===== config.mk =====
export PLATFORM = sky130hd
export DESIGN_NAME = program_loader
export DESIGN_NICKNAME = d
export VERILOG_FILES = /design/src/rtl/program_loader.sv
export SDC_FILE = /design/constraint.sdc
export NUM_CORES = 1
export LEC_CHECK = 0
export ABC_AREA = 1
export BUFFER_PORTS_ARGS = -buffer_cell sky130_fd_sc_hd__clkbuf_2
export CORE_MARGIN = 2
export CORE_UTILIZATION = 30
export CTS_BUF_LIST = sky130_fd_sc_hd__clkbuf_2
export DETAILED_ROUTE_END_ITERATION = 16
export GPL_TIMING_DRIVEN = 0
export SETUP_SLACK_MARGIN = 0.2
export SYNTH_ARGS = -nofsm -noshare
export SYNTH_HDL_FRONTEND = slang
export SYNTH_SLANG_ARGS = --single-unit

===== constraint.sdc =====
create_clock -name clk -period 1.45 [get_ports clk]
set_input_delay 0.29 -clock clk [delete_from_list [all_inputs] [get_ports clk]]
set_output_delay 0.29 -clock clk [all_outputs]
set_load 0.05 [all_outputs]

===== src/rtl/program_loader.sv =====
// Boot loader: parses a framed byte stream and writes 16-bit words
// into instruction memory while holding the core in reset.
module program_loader #(
  parameter int         ADDR_W = 20,
  parameter int         DATA_W = 16,
  parameter logic [7:0] MAGIC  = 8'hA5
) (
  input  logic              clk,
  input  logic              rst_n,
  input  logic [7:0]        rxData,
  input  logic              rxValid,
  output logic              rxReady,
  output logic [ADDR_W-1:0] writeAddress,
  output logic [DATA_W-1:0] writeData,
  output logic              writeEnable,
  output logic              loading,
  output logic              done,
  output logic              error
);

  typedef enum logic [2:0] {
    IDLE,
    HDR,
    DATA_HI,
    DATA_LO,
    WRITE,
    DONE
  } state_e;

  state_e            state_q, state_d;
  logic [2:0]        hdr_q, hdr_d;
  logic [ADDR_W-1:0] addr_q, addr_d;
  logic [ADDR_W-1:0] cnt_q, cnt_d;
  logic [DATA_W-1:0] data_q, data_d;
  logic              we_q, we_d;
  logic              load_q, load_d;
  logic              done_q, done_d;
  logic              err_q, err_d;

  logic              take;
  logic [ADDR_W-1:0] addr_sh;
  logic [ADDR_W-1:0] cnt_sh;

  // Header fields are 24 bits; shifting keeps only the low ADDR_W.
  assign addr_sh = {addr_q[ADDR_W-9:0], rxData};
  assign cnt_sh  = {cnt_q[ADDR_W-9:0], rxData};
  assign take    = rxValid && (state_q != WRITE);

  always_ff @(posedge clk or negedge rst_n) begin
    if (!rst_n) begin
      state_q <= IDLE;
      hdr_q   <= '0;
      addr_q  <= '0;
      cnt_q   <= '0;
      data_q  <= '0;
      we_q    <= 1'b0;
      load_q  <= 1'b0;
      done_q  <= 1'b0;
      err_q   <= 1'b0;
    end else begin
      state_q <= state_d;
      hdr_q   <= hdr_d;
      addr_q  <= addr_d;
      cnt_q   <= cnt_d;
      data_q  <= data_d;
      we_q    <= we_d;
      load_q  <= load_d;
      done_q  <= done_d;
      err_q   <= err_d;
    end
  end

  always_comb begin
    state_d = state_q;
    hdr_d   = hdr_q;
    addr_d  = addr_q;
    cnt_d   = cnt_q;
    data_d  = data_q;
    we_d    = 1'b0;
    load_d  = load_q;
    done_d  = done_q;
    err_d   = err_q;
    unique case (state_q)
      IDLE, DONE: begin
        if (take) begin
          if (rxData == MAGIC) begin
            state_d = HDR;
            hdr_d   = '0;
            load_d  = 1'b1;
            done_d  = 1'b0;
            err_d   = 1'b0;
          end else begin
            err_d = 1'b1;
          end
        end
      end
      HDR: begin
        if (take) begin
          hdr_d = hdr_q + 3'd1;
          if (hdr_q < 3'd3) addr_d = addr_sh;
          else              cnt_d  = cnt_sh;
          if (hdr_q == 3'd5) begin
            if (cnt_sh == '0) begin
              state_d = DONE;
              load_d  = 1'b0;
              done_d  = 1'b1;
            end else begin
              state_d = DATA_HI;
            end
          end
        end
      end
      DATA_HI: begin
        if (take) begin
          data_d  = {rxData, data_q[7:0]};
          state_d = DATA_LO;
        end
      end
      DATA_LO: begin
        if (take) begin
          data_d  = {data_q[15:8], rxData};
          state_d = WRITE;
          we_d    = 1'b1;
        end
      end
      WRITE: begin
        addr_d = addr_q + ADDR_W'(1);
        cnt_d  = cnt_q - ADDR_W'(1);
        if (cnt_q == ADDR_W'(1)) begin
          state_d = DONE;
          load_d  = 1'b0;
          done_d  = 1'b1;
        end else begin
          state_d = DATA_HI;
        end
      end
      default: state_d = IDLE;
    endcase
  end

  // Ready is a pure state decode, held low while in reset.
  assign rxReady      = rst_n && (state_q != WRITE);
  assign writeAddress = addr_q;
  assign writeData    = data_q;
  assign writeEnable  = we_q;
  assign loading      = load_q;
  assign done         = done_q;
  assign error        = err_q;

endmodule


Yosys cells after proc, flatten, opt, wreduce, memory -nomap -nowiden
Index checks and enable logic that the tools add are counted.

storage, ports and cells
  output and inout port bits = 41
  input bits = 11
  word-level logic and storage cells = 90
  bits in registers = 66

cells by class
  reductions and logical operators = 16
  equal/unequal tests = 19
  mux-type cells = 39
  bitwise logic cells = 2
  magnitude comparators = 1
  $add $sub $neg = 3

operators with widths
  kind                   number
  $mux 20                4
  $pmux 20 s2            2
  $mux 3                 11
  $pmux 16 s2            1
  $add 20x1->20 const B  1
  $eq 20x1->1 const B    1
  $logic_not 20->1       1
  $ne 2x2->1 const B     10
  $sub 20x1->20 const B  1
  $mux 16                1
  $mux 1                 15
  $pmux 3 s5             1
  $reduce_and 3->1       4
  $eq 3x3->1 const B     3
  $eq 8x8->1 const B     1
  $mux 8                 1
  $reduce_and 7->1       1
  $eq 3x2->1 const B     2
  $pmux 1 s3             2
  $pmux 3 s2             1
  $reduce_and 6->1       1
  $reduce_and 4->1       1
  $reduce_bool 2->1      2
  $add 3x1->3 const B    1
  9 further kinds        11

Depth between registers and ports, before layout
Gate-level depths: netlist (run 1).

  depth in word-level cells = 5
  depth in mapped cells = 11
  mapped depth without buffers = 11

Worst setup path before layout (run 1)
OpenSTA, ideal clock, no wires.

  path kind = reg2reg
  start = register addr_q[1], in the netlist writeAddress[1]
  end = register addr_q[10], in the netlist writeAddress[10]
  buffers on the path = 0
  cell stages (with the launch flop) = 10
  arrival time = 1.885 ns
  setup slack = -0.558 ns
  cells stage by stage = dfrtp_1 > ha_1 > nand2_1 > nor2_1 > inv_1 > nor2_1 > nand2_1 > xor2_1 > o21ai_0 > nand2_1

on the way
  word-level cells in the longest chain between the ends = 2

RTL lines
  item                    line  text
  from (decl)             32    logic [ADDR_W-1:0] addr_q, addr_d;
  from (signal assigned)  63    addr_q <= addr_d;
  $add 20x1->20           127   addr_d = addr_q + ADDR_W'(1);
  $pmux 20 s2             83    unique case (state_q)

Every way passes these cells.
A chain may end at the register's enable or synchronous reset.

Worst setup path after layout (run 1)
  start = register state_q[0]
  end = output rxReady

on the way
  word-level cells in the longest chain between the ends = 2

RTL lines
  item                    line  text
  from (decl)             30    state_e state_q, state_d;
  from (signal assigned)  61    state_q <= state_d;
  $ne 3x3->1              142   assign rxReady = rst_n && (state_q != WRITE);
  $logic_and 1x1->1       142
  to (decl)               12    output logic rxReady,

Every way passes these cells.

==> reports/results.md, run 1 <==
| Group | Parameter | Value |
|:---|:---|:---|
| sta | Number of hold violations in the final report | 66 |
| global route | Wire length of the first global-routing pass | 23.7 mm |
| sta | Post-layout min period | 2080 ps |
| placement | Detailed placer's ending HPWL | 9.22 mm |
| yosys | Synth top area cells | sky130_fd_sc_hd__dfrtp_1 (41%), sky130_fd_sc_hd__nand2_1 (16%), sky130_fd_sc_hd__nor2_1 (7.6%), sky130_fd_sc_hd__o21ai_0 (7.0%), sky130_fd_sc_hd__inv_1 (6.1%) |
| clocking | Number of H-tree levels | 3 |
| placement | I/O Buffers | 51 |
| sta | Period Utilization, post-route | 143% |
| yosys | Yosys cell types | 30 |
| yosys | Yosys top cell by area | sky130_fd_sc_hd__dfrtp_1 |
| clocking | Maximum number of buffers from clock root to sink | 2 |
| clocking | Number of buffers inserted during clock tree synthesis | 9 |
| yosys | Total of flip-flops plus latches after synthesis | 66 |
| finish | P&R area growth vs syn | 69.8% |
| floorplanning | Y dimension of the die | 120 um |
| routing | Final routed wirelength across all metal layers | 15.3 mm |
| clocking | Number of clock sinks | 66 |
| flow run | # Max-Cap Violations | 0 |
| worst setup path | RR Endpoint | cnt_q[7]$_DFFE_PN0P_ |
| yosys | Net count after synthesis | 613 |
| sta | Setup Skew | 39.7 ps |
| sta | Maximum clock rate | 0.482 GHz |
| global route | Pin count of the biggest net entering global routing | 51 |
| sta | Worst-case setup margin in the final layout | -626 ps |
| global route | Vias in the first global route | 4,732 |
| finish | Fin area | 6880 sq um |
| worst setup path | Arrival time of data at the critical path endpoint | 1790 ps |
| routing | Number of vias per cell after detailed routing | 5.24 |
| yosys | Total standard cell area after synthesis | 4050 sq um |
| floorplanning | Row count | 42 |
| worst setup path | Cells along the critical path | buf_6, nor2_4, nand2_4, inv_4, buf_8, buf_12, nor2_4, buf_8 |
| floorplanning | Die width | 120 um |
| worst setup path | Startpoint class of the critical path | flop |
| worst setup path | Required time of the critical path | 1160 ps |
| routing | DRC violation total after the first TritonRoute iteration | 670 |
| run status | Status | complete, but fails checks |
| min path | Hold WC Path Type | in -> async |
| worst setup path | Maximum cell stage delay along the critical path | 450 ps |
| sta | Minimum hold slack | -436 ps |
| routing | First drt pass iteration count | 5 |
| routing | Total via count after detailed routing | 4,883 |
| global route | Total global routing track utilization | 20.8% |
| floorplanning | Starting Density | 30.6% |
| yosys | Yosys synthesis warning count | 0 |
| worst setup path | Worst-case register-to-register setup slack | -540 ps |
| clocking | CTS Root Cell | sky130_fd_sc_hd__clkbuf_2 |
| worst setup path | Kind of capture point of the worst setup path | output port |
| routing | Post-DRT Antenna Nets | 0 |
| clocking | Clock tree from TritonCTS | yes |
| routing | WL per Instance | 16.4 um |
| yosys | Sequential element share of the synthesized area | 40.8% |
| floorplanning | Floorplan Core Area | 13,200 sq um |
| clocking | Clock transition time at the flip-flop clock pins of the worst setup and hold paths | 240 ps |
| sta | Slew HR | 67.6% |
| clocking | Clock network latency to the later pin of the worst-skew pair | 590 ps |
| global route | Antenna violations before repair | 1 |
| floorplanning | Overall die area | 14,500 sq um |
| worst setup path | Worst Setup Path Type | reg -> out |
| run status | Violations in the final reports | negative hold slack, negative setup slack |
| global route | GRT overflow | 0 |
| worst setup path | Reg-to-Reg Start | state_q[0]$_DFFE_PN0P_ |
| finish | Number of nets in the layout | 767 |
| sta | Number of pins exceeding their max-slew limit in the final report | 0 |
| floorplanning | I/O Pins | 52 |
| yosys | Count of mapped cells out of synthesis | 596 |
| routing | Residual DRC | 0 |
| placement | Placement-stage cell area | 4860 sq um |
| placement | Final weighted congestion of routability-driven global placement | 0.914 |
| finish | Final Util | 52.0% |
| finish | Proportion of layout cells with a drive suffix above 1 | 45.6% |
| yosys | Avg Cell Area, Syn | 6.80 sq um |
| sta | Unrepaired setup endpoints after global routing | yes |
| worst setup path | Maximum fanout encountered on the critical timing path | 2 |
| worst setup path | Cell at the slowest stage of the critical path | sky130_fd_sc_hd__dfrtp_1 |
| yosys | Yosys top cell area share | 40.8% |
| sta | Slew at the pin with the worst max-slew slack | 482 ps |
| clocking | Hold-fix buffers at CTS | 5 |
| sta | Setup violations, final | 106 |
| worst setup path | Depth of the worst register-to-register path | 13 |
-- routing by layer --
metal / track usage (%) / vias to the layer above / part of all wire (%)
met1: 25.7 / 2367 / 40
met4: 9.88 / 0 / 3.2
met3: 3.21 / 44 / 6.3
met2: 35.7 / 235 / 50
li1: - / 2237 / -
met5: 0 / - / 0
-- layout make-up --
type | count | area, sq um
clock inverter | 7 | 101
sequential | 66 | 1680
tap | 176 | 220
inverter | 70 | 290
antenna | 1 | 2.50
timing repair buffer | 142 | 1600
clock buffer | 9 | 45.0
multi-input combinational | 444 | 2740
buffer | 17 | 198
fill | 1160 | 6360
-- state kept, by name (all words and copies together) (netlist names) --
register,count
writeEnable,1
loading,1
cnt_q,20
state_q,3
done,1
writeData,16
hdr_q,3
writeAddress,20
error,1
-- layout by cell type, fill, tap and decap left out, types with 3 or more instances in the layout --
master	instances
sky130_fd_sc_hd__a21oi_1	9
sky130_fd_sc_hd__a21oi_2	21
sky130_fd_sc_hd__a21oi_4	5
sky130_fd_sc_hd__a31oi_1	4
sky130_fd_sc_hd__buf_16	5
sky130_fd_sc_hd__buf_4	51
sky130_fd_sc_hd__buf_6	28
sky130_fd_sc_hd__buf_8	53
sky130_fd_sc_hd__clkbuf_2	22
sky130_fd_sc_hd__dfrtp_1	47
sky130_fd_sc_hd__dfrtp_2	19
sky130_fd_sc_hd__dlygate4sd3_1	5
sky130_fd_sc_hd__ha_1	3
sky130_fd_sc_hd__ha_4	3
sky130_fd_sc_hd__inv_1	57
sky130_fd_sc_hd__inv_2	8
sky130_fd_sc_hd__inv_4	3
sky130_fd_sc_hd__nand2_1	129
sky130_fd_sc_hd__nand2_2	33
sky130_fd_sc_hd__nand2_4	13
sky130_fd_sc_hd__nand2_8	3
sky130_fd_sc_hd__nand3_1	31
sky130_fd_sc_hd__nand3_2	3
sky130_fd_sc_hd__nand3b_1	3
sky130_fd_sc_hd__nand4_1	12
sky130_fd_sc_hd__nor2_1	51
sky130_fd_sc_hd__nor2_2	18
sky130_fd_sc_hd__nor2_4	14
sky130_fd_sc_hd__nor3_1	3
sky130_fd_sc_hd__o21ai_0	13
sky130_fd_sc_hd__o21ai_1	25
sky130_fd_sc_hd__o21ai_2	20
sky130_fd_sc_hd__o22ai_2	3
sky130_fd_sc_hd__xor2_1	11
-- repair_timing --
item,in CTS,in global routing
endpoints found under the setup margin,106,107
pin swaps,48,33
hold endpoints to repair,73,66
buffers inserted,58,19
resized for setup,232,110
cloned,8,1
-- how the worst max path moves through the flow --
stage,from,endpoint,cells past startpoint
3_5_place_dp,state_q[0]$_DFFE_PN0P_,cnt_q[0]$_DFFE_PN0P_,8
4_1_cts,state_q[0]$_DFFE_PN0P_,rxReady,8
5_1_grt,state_q[0]$_DFFE_PN0P_,rxReady,8
3_3_place_gp,rst_n,rxReady,4
2_1_floorplan,writeAddress[1]$_DFFE_PN0P_,writeAddress[10]$_DFFE_PN0P_,9
6_report,state_q[0]$_DFFE_PN0P_,rxReady,8
-- stage by stage --
step	setup slack [ps]	hold slack (ps)	instances	setup TNS [ps]
finish	-626	-436	932	-33270
global route	-691	-456	932	-39040
CTS	-611	-443	911	-29000
detailed placement	-307	220	824	-6850
global placement	-1120	464	823	-37350
floorplan	-157	-5.59	596	-722
-- logic make-up (layout without fill, tap and decap cells) --
| kind of cell | Yosys count | count (layout) | synth area share (%) |
|---|---|---|---|
| adders and majority gates | 6 | 6 | 1.85 |
| and+or+nand+nor | 317 | 318 | 32.1 |
| buffers and inverters | 87 | 245 | 8.71 |
| other | 0 | 1 | 0 |
| xor gates and xnor gates | 11 | 11 | 2.38 |
| AOI/OAI and AO/OA | 109 | 109 | 14.2 |
| DFF | 66 | 66 | 40.8 |
-- worst max-delay path: cells and delay by family, from the launching register on --
kind	cells	cell delay, ps
buf+inv	5	520
flops	1	450
simple gates	3	220
-- Yosys cell counts --
library cell / count
sky130_fd_sc_hd__buf_2: 6
sky130_fd_sc_hd__ha_1: 6
sky130_fd_sc_hd__a21oi_1: 35
sky130_fd_sc_hd__nand3_1: 34
sky130_fd_sc_hd__nor2_1: 82
sky130_fd_sc_hd__o21ai_0: 57
sky130_fd_sc_hd__a31oi_1: 4
sky130_fd_sc_hd__nand4_1: 12
sky130_fd_sc_hd__o22ai_1: 4
sky130_fd_sc_hd__nand3b_1: 3
sky130_fd_sc_hd__nand3_2: 1
sky130_fd_sc_hd__o21ai_2: 1
sky130_fd_sc_hd__nor3b_1: 1
sky130_fd_sc_hd__o21ai_1: 1
sky130_fd_sc_hd__nand2_2: 2
sky130_fd_sc_hd__inv_2: 4
sky130_fd_sc_hd__nor2_2: 1
sky130_fd_sc_hd__a22oi_1: 2
sky130_fd_sc_hd__buf_6: 1
sky130_fd_sc_hd__buf_4: 3
sky130_fd_sc_hd__inv_1: 66
sky130_fd_sc_hd__xor2_1: 11
sky130_fd_sc_hd__nor3_1: 5
sky130_fd_sc_hd__o21bai_1: 2
sky130_fd_sc_hd__o211ai_1: 2
sky130_fd_sc_hd__dfrtp_1: 66
sky130_fd_sc_hd__or2_2: 1
sky130_fd_sc_hd__nand2_1: 175
sky130_fd_sc_hd__clkbuf_1: 7
sky130_fd_sc_hd__o21a_1: 1
Power of run 1 is left out: the tool's default activity adds up to more than one toggle a clock period on the data nets, which glitch-free logic cannot reach.
==> run 2, diff against run 1 <==
--- a/config.mk
+++ b/config.mk
@@ -12,7 +12,6 @@
 export CTS_BUF_LIST = sky130_fd_sc_hd__clkbuf_2
 export DETAILED_ROUTE_END_ITERATION = 16
 export GPL_TIMING_DRIVEN = 0
-export SETUP_SLACK_MARGIN = 0.2
 export SYNTH_ARGS = -nofsm -noshare
 export SYNTH_HDL_FRONTEND = slang
 export SYNTH_SLANG_ARGS = --single-unit
==> run 2 against run 1 <==
The run still ends with negative hold slack, negative setup slack left. Cell count down 0.54%. Global-route usage down 2.2 points. Die area unchanged. Critical path depth down 1. Maximum frequency up 3.7%. Via count down 5.7%. Worst setup slack better by 73 ps. Final area down 5.5%. Sequential share of layout area up 1.4 points. Clock-buffer cell count up 1. Highest routed layer unchanged.
==> reports/results.md, run 2 (synthesized netlist as in run 1, its figures left out) <==
| Group | Parameter | Value |
|:---|:---|:---|
| clocking | Clock tree from TritonCTS | yes |
| sta | Worst-case setup margin in the final layout | -552 ps |
| worst setup path | Total number of cells along the worst setup path | 7 |
| finish | Commonest cells after routing, fill and taps aside | sky130_fd_sc_hd__nand2_1 (159), sky130_fd_sc_hd__buf_4 (64), sky130_fd_sc_hd__inv_1 (57) |
| power | Total Power | 18.2 mW |
| placement | Detailed placer's ending HPWL | 8.75 mm |
| routing | DRC violation total after the first TritonRoute iteration | 447 |
| worst setup path | Maximum fanout encountered on the critical timing path | 3 |
| floorplanning | Die width | 120 um |
| floorplanning | Starting Density | 30.6% |
| global route | GRT overflow | 0 |
| worst setup path | Reg-to-Reg Start | state_q[0]$_DFFE_PN0P_ |
| worst setup path | Maximum cell stage delay along the critical path | 460 ps |
| sta | Unrepaired setup endpoints after global routing | yes |
| routing | Number of vias per cell after detailed routing | 4.97 |
| worst setup path | Required time of the critical path | 1160 ps |
| floorplanning | Overall die area | 14,500 sq um |
| power | Worst vdd ir | 0.828 mV |
| sta | Maximum clock rate | 0.499 GHz |
| floorplanning | Row count | 42 |
| sta | Number of hold violations in the final report | 40 |
| placement | Final weighted congestion of routability-driven global placement | 0.888 |
| run status | Status | complete, but fails checks |
| finish | Number of nets in the layout | 762 |
| sta | Number of pins exceeding their max-slew limit in the final report | 0 |
| placement | I/O Buffers | 51 |
| min path | Hold WC Path Type | in -> async |
| routing | Total via count after detailed routing | 4,605 |
| clocking | Clock transition time at the flip-flop clock pins of the worst setup and hold paths | 220 ps |
| floorplanning | Floorplan Core Area | 13,200 sq um |
| sta | Final setup TNS | -12,270 ps |
| worst setup path | Kind of capture point of the worst setup path | output port |
| routing | WL per Instance | 15.5 um |
| finish | Most common cell after layout, fill and taps aside | sky130_fd_sc_hd__nand2_1 |
| sta | Slew at the pin with the worst max-slew slack | 327 ps |
| worst setup path | Worst-case register-to-register setup slack | -320 ps |
| sta | Post-layout min period | 2000 ps |
| worst setup path | Cell at the slowest stage of the critical path | sky130_fd_sc_hd__dfrtp_1 |
| routing | Final routed wirelength across all metal layers | 14.4 mm |
| worst setup path | Cells along the critical path | nor2_4, nand2_4, inv_4, buf_8, buf_12, nor2_4, buf_8 |
| worst setup path | Worst Setup Path Type | reg -> out |
| clocking | Number of H-tree levels | 3 |
| flow run | # Max-Cap Violations | 0 |
| clocking | CTS Root Cell | sky130_fd_sc_hd__clkbuf_2 |
| finish | P&R area growth vs syn | 60.5% |
| global route | Vias in the first global route | 4,192 |
| sta | Period Utilization, post-route | 138% |
| power | Leakage power | 3.01 nW |
| worst setup path | Depth of the worst register-to-register path | 11 |
| floorplanning | Y dimension of the die | 120 um |
| global route | Pin count of the biggest net entering global routing | 46 |
| routing | First drt pass iteration count | 7 |
| worst setup path | Startpoint class of the critical path | flop |
| clocking | Number of buffers inserted during clock tree synthesis | 9 |
| worst setup path | Arrival time of data at the critical path endpoint | 1710 ps |
| worst setup path | Count of buffering cells on the critical path with inverters included | 4 |
| power | Power density over the cells | 2790 nW/um^2 |
| sta | Slew HR | 78.0% |
| finish | Proportion of layout cells with a drive suffix above 1 | 37.6% |
| clocking | Clock network latency to the later pin of the worst-skew pair | 580 ps |
| sta | Setup Skew | 31.4 ps |
| worst setup path | Setup crit start | state_q[1]$_DFFE_PN0P_ |
| global route | Wire length of the first global-routing pass | 21.4 mm |
| routing | Post-DRT Antenna Nets | 0 |
| clocking | Number of clock sinks | 66 |
| global route | Total global routing track utilization | 18.7% |
| worst setup path | Cell class contributing the biggest share of worst-path delay | flip-flops |
| routing | Residual DRC | 0 |
| clocking | Maximum number of buffers from clock root to sink | 2 |
| global route | Antenna violations before repair | 1 |
| sta | Minimum hold slack | -50.3 ps |
| floorplanning | I/O Pins | 52 |
| run status | Violations in the final reports | negative hold slack, negative setup slack |
| sta | Setup violations, final | 84 |
run 2: changes by cell type in the layout (fill, tap and decap cells not counted), moves of 10 or more:
cell,previous run,this run
sky130_fd_sc_hd__nand2_1,129,159
sky130_fd_sc_hd__nand2_2,33,14
sky130_fd_sc_hd__a21oi_1,9,26
sky130_fd_sc_hd__buf_4,51,64
sky130_fd_sc_hd__o21ai_2,20,7
sky130_fd_sc_hd__a21oi_2,21,9
sky130_fd_sc_hd__o21ai_0,13,24
sky130_fd_sc_hd__buf_6,28,18
sky130_fd_sc_hd__nand2_4,13,3
run 2: final timing paths:
check                                                     to
min in group clk                   writeData[10]$_DFFE_PN0P_
worst min-delay path               writeData[10]$_DFFE_PN0P_
worst max register to register          cnt_q[4]$_DFFE_PN0P_
worst min register to register         cnt_q[19]$_DFFE_PN0P_
worst max-delay path                                 rxReady
max in group asynchronous       writeAddress[13]$_DFFE_PN0P_
run 2: metal layers:
layer,vias to the layer above,part of all wire (%),GRT usage [%]
li1,2224,-,-
met1,2165,42,24.4
met2,182,49,31.3
met3,34,5.9,2.55
met4,0,2.9,7.49
met5,-,0,0
run 2: worst reg2reg max path: cells and delay by family (launching register included):
family	cells	cell delay, ps
simple gates	5	480
buf+inv	5	630
compound gates	1	140
flops	1	460
run 2: through the flow:
step	util [%]	cells	hold WS, ps	instance area (sq um)	worst slack (ps)
after CTS	43.4	887	-190	5750	-575
after global placement	34.9	823	470	4630	-1170
after global routing	49.1	927	-22.7	6500	-592
final	49.1	927	-50.3	6500	-552
after floorplan	-	596	-5.59	4150	-161
after detailed placement	35.2	824	249	4660	-346
run 2: area by class of cell:
class | count | area [sq um]
diodes | 1 | 2.50
plain buffers | 16 | 175
clock buffers | 10 | 50.0
clock inverters | 6 | 129
fillers | 1236 | 6740
inverters | 70 | 275
multi-input cells | 443 | 2440
flip-flops and latches | 66 | 1670
well taps | 176 | 220
repair buffers | 139 | 1540
run 2: what timing repair did:
action / CTS / global route
gates cloned: 0 / 4
endpoints found under the hold margin: 44 / 22
hold buffers: 3 / 2
setup buffers: 44 / 34
resized for setup: 147 / 169
pin swaps: 11 / 17
endpoints found under the setup margin: 103 / 106
run 2: where the power goes:
| part | total [mW] | internal, mW | switching [mW] |
|---|---|---|---|
| clock | 1.65 | 0.915 | 0.739 |
| combinational | 12.7 | 5.60 | 7.11 |
| sequential | 3.79 | 2.77 | 1.02 |
| total | 18.2 | 9.29 | 8.86 |
(Power assumes the default switching activity.)
==> run 3, diff against run 2 <==
--- a/config.mk
+++ b/config.mk
@@ -8,7 +8,7 @@
 export ABC_AREA = 1
 export BUFFER_PORTS_ARGS = -buffer_cell sky130_fd_sc_hd__clkbuf_2
 export CORE_MARGIN = 2
-export CORE_UTILIZATION = 30
+export CORE_UTILIZATION = 25
 export CTS_BUF_LIST = sky130_fd_sc_hd__clkbuf_2
 export DETAILED_ROUTE_END_ITERATION = 16
 export GPL_TIMING_DRIVEN = 0
==> run 3 against run 2 <==
The flow still finishes with violations (negative hold slack, negative setup slack). Non-clock buffer count down 10. Highest routed layer unchanged. Sequential share of layout area up 1.1 points. Global-route usage down 2.5 points. Wire length down 2.0%. Die area up 19%. Critical endpoint unchanged. Core utilization down 9.9 points. Maximum frequency up 2.6%. Worst hold slack worse by 360 ps.
==> reports/results.md, run 3 (synthesized netlist as in run 1, its figures left out) <==
| Group | Parameter | Value |
|:---|:---|:---|
| sta | Maximum clock rate | 0.512 GHz |
| floorplanning | Row count | 46 |
| global route | Antenna violations before repair | 0 |
| finish | P&R area growth vs syn | 53.8% |
| sta | Minimum hold slack | -411 ps |
| clocking | Hold-fix buffers at CTS | 2 |
| clocking | Maximum number of buffers from clock root to sink | 2 |
| worst setup path | Depth of the worst register-to-register path | 11 |
| finish | Commonest cells after routing, fill and taps aside | sky130_fd_sc_hd__nand2_1 (161), sky130_fd_sc_hd__buf_4 (69), sky130_fd_sc_hd__inv_1 (58) |
| worst setup path | Required time of the critical path | 1160 ps |
| finish | Diodes inserted | 0 |
| sta | Number of hold violations in the final report | 66 |
| placement | Dpl ws | -304 ps |
| sta | Setup Skew | 33.7 ps |
| sta | Number of pins exceeding their max-slew limit in the final report | 0 |
| floorplanning | Die width | 131 um |
| sta | Worst-case setup margin in the final layout | -502 ps |
| routing | Residual DRC | 0 |
| sta | Setup violations, final | 78 |
| floorplanning | Floorplan Core Area | 15,900 sq um |
| worst setup path | Total number of cells along the worst setup path | 6 |
| power | Power density over the cells | 2720 nW/um^2 |
| power | Worst vdd ir | 1.10 mV |
| worst setup path | Cell class contributing the biggest share of worst-path delay | flip-flops |
| sta | Post-layout min period | 1950 ps |
| sta | Period Utilization, post-route | 135% |
| sta | Unrepaired setup endpoints after global routing | yes |
| worst setup path | Cell at the slowest stage of the critical path | sky130_fd_sc_hd__dfrtp_2 |
| finish | Proportion of layout cells with a drive suffix above 1 | 34.8% |
| sta | Slew at the pin with the worst max-slew slack | 347 ps |
| floorplanning | Starting Density | 25.5% |
| clocking | Clock transition time at the flip-flop clock pins of the worst setup and hold paths | 210 ps |
| worst setup path | Critical path's most frequent cell | sky130_fd_sc_hd__buf_8 |
| worst setup path | Startpoint class of the critical path | flop |
| clocking | Clock tree from TritonCTS | yes |
| clocking | Clock network latency to the later pin of the worst-skew pair | 550 ps |
| routing | First drt pass iteration count | 5 |
| worst setup path | Maximum cell stage delay along the critical path | 500 ps |
| global route | Pin count of the biggest net entering global routing | 59 |
| worst setup path | Maximum fanout encountered on the critical timing path | 5 |
| placement | Final weighted congestion of routability-driven global placement | 0.910 |
| power | Leakage power | 2.85 nW |
| sta | Final setup TNS | -8930 ps |
| run status | Status | complete, but fails checks |
| clocking | Number of H-tree levels | 3 |
| clocking | Number of buffers inserted during clock tree synthesis | 9 |
| clocking | CTS Root Cell | sky130_fd_sc_hd__clkbuf_2 |
| finish | Count of filler cells inserted in the layout | 1,621 |
| routing | Total via count after detailed routing | 4,630 |
| global route | Total global routing track utilization | 16.2% |
| routing | DRC violation total after the first TritonRoute iteration | 375 |
| routing | WL per Instance | 14.7 um |
| placement | I/O Buffers | 51 |
| worst setup path | Cells along the critical path | nand2_4, inv_4, buf_8, buf_12, nor2_4, buf_8 |
| run status | Violations in the final reports | negative hold slack, negative setup slack |
| floorplanning | Y dimension of the die | 131 um |
| worst setup path | Worst Setup Path Type | reg -> out |
| global route | GRT overflow | 0 |
| finish | Number of nets in the layout | 753 |
| finish | Final Util | 39.2% |
| worst setup path | Kind of capture point of the worst setup path | output port |
| sta | Slew HR | 76.6% |
| floorplanning | I/O Pins | 52 |
| finish | Most common cell after layout, fill and taps aside | sky130_fd_sc_hd__nand2_1 |
| power | Total Power | 16.9 mW |
| routing | Final routed wirelength across all metal layers | 14.1 mm |
| worst setup path | Count of buffering cells on the critical path with inverters included | 4 |
| placement | Detailed placer's ending HPWL | 9.01 mm |
| routing | Post-DRT Antenna Nets | 0 |
| flow run | # Max-Cap Violations | 0 |
| worst setup path | Arrival time of data at the critical path endpoint | 1660 ps |
| min path | Hold WC Path Type | in -> async |
| floorplanning | Overall die area | 17,200 sq um |
| routing | Number of vias per cell after detailed routing | 4.84 |
| global route | Vias in the first global route | 4,403 |
| clocking | Number of clock sinks | 66 |
| global route | Wire length of the first global-routing pass | 22.6 mm |
-- run 3: cell count changes in the layout (fill, tap and decap cells not counted), sizes merged, moves of 2 or more --
cell / before / now
buf: 141 / 131
bufinv: 4 / 0
clkbuf: 24 / 21
clkinv: 2 / 4
clkinvlp: 0 / 2
dlygate4sd3: 0 / 2
-- run 3: per-stage QoR --
step / instance area (sq um) / instances
after CTS: 5810 / 934
final: 6230 / 957
after global placement: 4680 / 863
after detailed placement: 4710 / 864
after floorplan: 4150 / 596
after global routing: 6230 / 957
-- run 3: worst paths after layout --
path	start	end	slack (ps)
min in group clk	rxData[1]	writeData[1]$_DFFE_PN0P_	60
max in group asynchronous	rst_n	writeAddress[5]$_DFFE_PN0P_	1300
worst min-delay path	rst_n	writeAddress[18]$_DFFE_PN0P_	-410
worst min register to register	cnt_q[19]$_DFFE_PN0P_	cnt_q[19]$_DFFE_PN0P_	550
worst max-delay path	state_q[2]$_DFFE_PN0P_	rxReady	-500
worst max register to register	state_q[2]$_DFFE_PN0P_	writeAddress[12]$_DFFE_PN0P_	-270
-- run 3: report_power, final --
part / switching, mW / internal [mW]
sequential: 1.03 / 2.77
combinational: 7.02 / 5.13
clock: 0.759 / 0.218
-- run 3: what timing repair did --
item,in CTS,in global routing
setup endpoints to repair,104,106
cloned,5,0
gates resized for setup,181,111
setup buffers,47,24
hold endpoints to repair,70,66
pin swaps,10,17
-- run 3: worst register-to-register path: stages (launching register included) --
cell,delay [ps]
sky130_fd_sc_hd__dfrtp_2,500
sky130_fd_sc_hd__buf_4,170
sky130_fd_sc_hd__inv_6,70
sky130_fd_sc_hd__nand3_4,100
sky130_fd_sc_hd__nor2_4,170
sky130_fd_sc_hd__inv_2,60
sky130_fd_sc_hd__o21ai_4,120
sky130_fd_sc_hd__buf_6,150
sky130_fd_sc_hd__buf_6,120
sky130_fd_sc_hd__a21oi_1,50
sky130_fd_sc_hd__nand2_1,70
sky130_fd_sc_hd__nand2_1,50
-- run 3: layout make-up --
cell class	instances	area [sq um]	area share [%]
buffer	16	163	2.61
tap	216	270	4.34
sequential	66	1670	26.8
timing repair buffer	129	1310	21.0
clock buffer	9	45.0	0.723
multi-input combinational	444	2450	39.3
clock inverter	7	45.0	0.723
inverter	70	283	4.54
-- run 3: routing by layer --
| metal | global-route usage (%) | vias to the layer above | wire length [um] |
|---|---|---|---|
| li1 | - | 2207 | - |
| met1 | 21.8 | 2212 | 6030 |
| met2 | 26.4 | 181 | 6740 |
| met3 | 2.82 | 30 | 988 |
| met4 | 5.19 | 0 | 349 |
| met5 | 0 | - | 0 |
